**src/rtl/cpu_run_ctrl.sv**
```systemverilog
// Run/halt/single-step sequencer: issues the one-cycle cpu_en that advances the CPU core.
// Moves to HALT or BREAK only happen when the controlpath sits at an instruction boundary.
//
// state  | meaning
// HALT   | idle at a boundary, cpu_en held low
// RUN    | free run, one cpu_en per divider tick
// STEP   | full-speed enables until the next boundary
// BREAK  | stopped at breakpoint pc, waiting for run_req low or a step press
module cpu_run_ctrl #(
  parameter int DIV_WIDTH  = 24,
  parameter int DEB_CYCLES = 50000,
  parameter int PC_WIDTH   = 16
) (
  input  logic                clock,
  input  logic                reset,
  input  logic                run_req,
  input  logic                step_btn,
  input  logic [4:0]          div_sel,
  input  logic                bp_enable,
  input  logic [PC_WIDTH-1:0] bp_addr,
  input  logic [PC_WIDTH-1:0] pc,
  input  logic                fetch_instruction,
  output logic                cpu_en,
  output logic [1:0]          state,
  output logic [15:0]         instr_count
);

  localparam int DEB_W = (DEB_CYCLES > 2) ? $clog2(DEB_CYCLES) : 1;
  localparam logic [DEB_W-1:0] DEB_LOAD = DEB_W'(DEB_CYCLES - 1);

  typedef enum logic [1:0] {
    ST_HALT  = 2'b00,
    ST_RUN   = 2'b01,
    ST_STEP  = 2'b10,
    ST_BREAK = 2'b11
  } run_state_t;

  run_state_t           cur_st;
  logic                 run_s1, run_s2;
  logic                 step_s1, step_s2, step_s3;
  logic                 step_deb;
  logic                 step_press;
  logic [DEB_W-1:0]     deb_cnt;
  logic [DIV_WIDTH-1:0] div_cnt;
  logic [DIV_WIDTH-1:0] div_mask;
  logic [4:0]           sel_eff;
  logic                 tick;
  logic                 bp_skip;
  logic                 bp_hit;
  logic                 step_first;

  // Button idles high; the debouncer reloads on every change of the synced level
  // and only adopts it once the down-counter has expired with the input steady.
  always_ff @(posedge clock or negedge reset) begin
    if (!reset) begin
      run_s1     <= 1'b0;
      run_s2     <= 1'b0;
      step_s1    <= 1'b1;
      step_s2    <= 1'b1;
      step_s3    <= 1'b1;
      step_deb   <= 1'b1;
      step_press <= 1'b0;
      deb_cnt    <= '0;
    end else begin
      run_s1     <= run_req;
      run_s2     <= run_s1;
      step_s1    <= step_btn;
      step_s2    <= step_s1;
      step_s3    <= step_s2;
      step_press <= 1'b0;
      if (step_s2 != step_s3) begin
        deb_cnt <= DEB_LOAD;
      end else if (deb_cnt != '0) begin
        deb_cnt <= deb_cnt - DEB_W'(1);
      end else if (step_deb != step_s2) begin
        step_deb   <= step_s2;
        step_press <= step_deb & ~step_s2;
      end
    end
  end

  always_comb begin
    sel_eff = div_sel;
    if (int'(div_sel) >= DIV_WIDTH) sel_eff = 5'(DIV_WIDTH - 1);
  end

  always_comb begin
    div_mask = '0;
    for (int i = 0; i < DIV_WIDTH; i++) div_mask[i] = (i < int'(sel_eff));
  end

  assign tick   = ((div_cnt & div_mask) == div_mask);
  assign bp_hit = bp_enable && (pc == bp_addr) && !bp_skip;

  // Only registered terms feed cpu_en, so the CPU cannot close a loop through it.
  always_comb begin
    cpu_en = 1'b0;
    case (cur_st)
      ST_RUN:  cpu_en = tick && !(fetch_instruction && (bp_hit || !run_s2));
      ST_STEP: cpu_en = step_first || !fetch_instruction;
      default: cpu_en = 1'b0;
    endcase
  end

  always_ff @(posedge clock or negedge reset) begin
    if (!reset) begin
      cur_st      <= ST_HALT;
      div_cnt     <= '0;
      bp_skip     <= 1'b0;
      step_first  <= 1'b0;
      instr_count <= '0;
    end else begin
      if (cpu_en && fetch_instruction) instr_count <= instr_count + 16'd1;
      case (cur_st)
        ST_HALT: begin
          if (run_s2) begin
            cur_st  <= ST_RUN;
            div_cnt <= '0;
            bp_skip <= 1'b1;
          end else if (step_press) begin
            cur_st     <= ST_STEP;
            step_first <= 1'b1;
          end
        end
        ST_RUN: begin
          div_cnt <= div_cnt + DIV_WIDTH'(1);
          // bp_skip lets a resume move off the breakpoint pc it stopped at.
          if (cpu_en) bp_skip <= 1'b0;
          if (tick && fetch_instruction) begin
            if (bp_hit) cur_st <= ST_BREAK;
            else if (!run_s2) cur_st <= ST_HALT;
          end
        end
        ST_STEP: begin
          step_first <= 1'b0;
          if (!step_first && fetch_instruction) cur_st <= ST_HALT;
        end
        ST_BREAK: begin
          if (!run_s2) begin
            cur_st <= ST_HALT;
          end else if (step_press) begin
            cur_st     <= ST_STEP;
            step_first <= 1'b1;
          end
        end
        default: cur_st <= ST_HALT;
      endcase
    end
  end

  assign state = cur_st;

endmodule
```
**config.mk**
```make
export PLATFORM = sky130hd
export DESIGN_NAME = cpu_run_ctrl
export DESIGN_NICKNAME = d
export VERILOG_FILES = /design/src/rtl/cpu_run_ctrl.sv
export SDC_FILE = /design/constraint.sdc
export NUM_CORES = 1
export LEC_CHECK = 0
export CORE_ASPECT_RATIO = 0.9
export CORE_MARGIN = 2
export CORE_UTILIZATION = 35
export CTS_BUF_LIST = sky130_fd_sc_hd__clkbuf_4
export DETAILED_ROUTE_END_ITERATION = 7
export PLACE_DENSITY = 0.68
export SLEW_MARGIN = 0
export SYNTH_ARGS = -nofsm -noshare
export SYNTH_HDL_FRONTEND = slang
export SYNTH_SLANG_ARGS = --single-unit
```
**constraint.sdc**
```tcl
create_clock -name clock -period 2.6 [get_ports clock]
set_input_delay 0.52 -clock clock [delete_from_list [all_inputs] [get_ports clock]]
set_output_delay 0.52 -clock clock [all_outputs]
set_load 0.01 [all_outputs]
```
==> run_results.csv <==
group,metric,value,unit
placed_design,post-place-ws,-0.8111,ns
routing,wl,8931,µm
sta,period_needed,2.599,ns
synth,synth_top_cell_area_share,41.33,%
power_and_ir_drop,total_power,2.364,mW
setup_path,endpoint_kind,"primary output",
sta,hold_slack,0.09321,ns
synth,async_reset_ff_share,100.0,%
sta,fin_ws,0.001048,ns
sta,final-hold-violation-count,0,
floorplanning,die_w,113.2,µm
synth,yosysMostFrequentCell,"dfrtp_1",
synth,synthTopCellsByArea,"dfrtp_1, xnor2_1, xor2_1",
finish,finalNonFillerCells,623,
placed_design,dpl.hpwl,6457,µm
routing,ant_nets,0,
cts,cts_buffers,9,
power_and_ir_drop,power.leakage,2.364,nW
synth,synth_area,0.003754,mm²
floorplanning,io_pins,62,
synth,syn-num-nets,438,
cts,root_buffer,"clkbuf_4",
floorplanning,rows,35,
synth,ys_ff_latch,66,
synth,synthDistinctLibCells,57,
cts,clk_latency,0.42,ns
setup_path,r2r_cells,10,
cts,clockBufferDepth,2,
placed_design,dp_cells,600,
status,violations,"DRC",
job,cap_violations,0,
synth,synth_flop_cell,"dfrtp_1",
synth,yosysTopAreaCell,"dfrtp_1",
sta,finalSetupViolCount,0,
finish,finalInstanceArea,0.005081,mm²
finish,drive_above_1_share,20.85,%
power_and_ir_drop,power.density,465.3,mW/mm²
setup_path,r2r_slack,0.27,ns
routing,routed_via_density,5.132,
sta,rsz0062_at_grt,"yes",
cts,cts.sink_count,66,
min_path,min_path_type,"primary input to asynchronous set/reset pin",
grt,antenna_found_initial,0,
setup_path,start_kind,"primary input",
cts,clk_pin_slew,0.10,ns
sta,finClkSkew,0.01149,ns
floorplanning,die_h,102.2,µm
sta,slew_viol_final,0,
synth,syn_avg_cell_area,9.699,µm²
setup_path,cp.required,2.08,ns
floorplanning,die-area,0.01157,mm²
grt,grt_start_max_net_pins,42,
grt,grtUsageTotal,16.09,%
setup_path,crit_arrival,2.08,ns
synth,synth_edf_count,0,
finish,multiInputGateArea,0.002100,mm²
setup_path,cp_max_fo,5,
synth,synthTopCellsByCount,"dfrtp_1, xnor2_1, nand2_1, nor2_1, o21ai_0",
finish,fin_nets,541,
sta,tns,0,ns
finish,area_growth,35.37,%
cts,cts_tree,"yes",
routing,drcViolationCount,1,
grt,grt_pass1_vias,3095,
finish,register_area,0.001657,mm²
grt,overflow,0,
sta,finalCritPeriodShare,99.96,%
synth,ys_seq_area_share,44.13,%
setup_path,path_class,"primary input to primary output",
status,outcome,"complete, but fails checks",
finish,utilization,49.16,%
placed_design,place_area,0.004730,mm²
synth,yosysWarnings,0,
routing,vias,3197,
routing,wire_per_inst,14.34,µm
placed_design,port_buffers,61,
synth,syn_inst,387,
sta,slew_headroom,52.51,%
placed_design,gp_congestion,0.9246,
cts,h-tree-depth,3,
routing,drt_iter0_markers,203,
sta,max_freq,0.3848,GHz
finish,antenna_cells,0,
floorplanning,start_util,36.32,%
floorplanning,coreArea,0.01033,mm²
grt,grt_pass1_wl,14910,µm
routing,dr.pass1.iters,8,
sta,tightest_slew,0.7073,ns
power_and_ir_drop,ir_drop,0.3009,mV
finish,fill_cells,957,
-- state kept, by name (all words and copies together), names as in the netlist --
name / flops
step_s3: 1
step_press: 1
run_s2: 1
bp_skip: 1
step_s1: 1
step_deb: 1
step_first: 1
div_cnt: 23
run_s1: 1
deb_cnt: 16
instr_count: 16
state: 2
step_s2: 1
-- cells in the final DEF (no fill, tap or decap), types with 6 or more instances in the layout --
cell / Yosys / layout
a21oi_1: 19 / 17
and3_1: 10 / 10
and4_1: 6 / 6
buf_4: 0 / 40
clkbuf_4: 0 / 9
clkdlybuf4s50_1: 0 / 22
dfrtp_1: 62 / 62
dlymetal6s2s_1: 0 / 29
ha_1: 8 / 7
inv_1: 11 / 10
nand2_1: 34 / 34
nand3_1: 16 / 15
nand3_2: 8 / 9
nand4_1: 12 / 12
nor2_1: 33 / 32
nor3_1: 10 / 7
o21ai_0: 21 / 19
or3_1: 8 / 8
xnor2_1: 44 / 42
xor2_1: 15 / 15
-- path summary, 6_finish.rpt --
kind,startpoint,end
min in group clock,step_s1,step_s2
worst max-delay path,div_sel[3],cpu_en
worst min register to register,step_s1,step_s2
worst max register to register,state[0],div_cnt[21]
worst min-delay path,reset,div_cnt[14]
max in group asynchronous,reset,step_s3
-- critical path, cell delays in order --
cell	delay, ns
buf_2	0.13
buf_6	0.13
buf_4	0.13
nand2_1	0.08
a31oi_1	0.09
o21ai_0	0.21
a21oi_2	0.12
o41ai_4	0.37
and2_4	0.21
buf_6	0.09
-- cell type report --
type | count | area share [%]
repair buffers | 104 | 19.72
clock inverters | 6 | 0.9604
multi-input cells | 297 | 41.32
flip-flops and latches | 66 | 32.60
well taps | 129 | 3.177
clock buffers | 9 | 1.330
inverters | 12 | 0.8865
-- repair_timing --
action / CTS / global route
hold buffers: 0 / 0
cloned: 1 / 0
endpoints found under the hold margin: 0 / 0
pin swaps: 11 / 24
endpoints found under the setup margin: 1 / 4
setup buffers: 6 / 2
gates resized for setup: 41 / 43
-- power by group --
| group | total, mW | switching, mW | internal [mW] |
|---|---|---|---|
| logic | 0.625 | 0.327 | 0.298 |
| clock network | 0.616 | 0.343 | 0.272 |
| registers | 1.12 | 0.0524 | 1.07 |
| total | 2.36 | 0.722 | 1.64 |
-- layer usage --
| layer | vias to the layer above | routed length (µm) | GRT usage [%] |
|---|---|---|---|
| met3 | 16 | 305 | 4.389 |
| li1 | 1573 | - | - |
| met4 | 0 | 163 | 5.066 |
| met1 | 1553 | 4061 | 20.27 |
| met2 | 55 | 4401 | 27.18 |
| met5 | - | 0 | 0 |
-- kinds of logic (layout without fill, tap and decap cells) --
family,count (synthesis),after routing,share of synthesized area [%]
compound gates,66,66,11.70
xor+xnor,59,59,13.77
buf+inv,24,131,3.100
flops,66,66,44.13
fa+ha+maj,8,8,2.667
mux,4,4,1.233
simple gates,160,160,23.40
(Power assumes the default switching activity.)
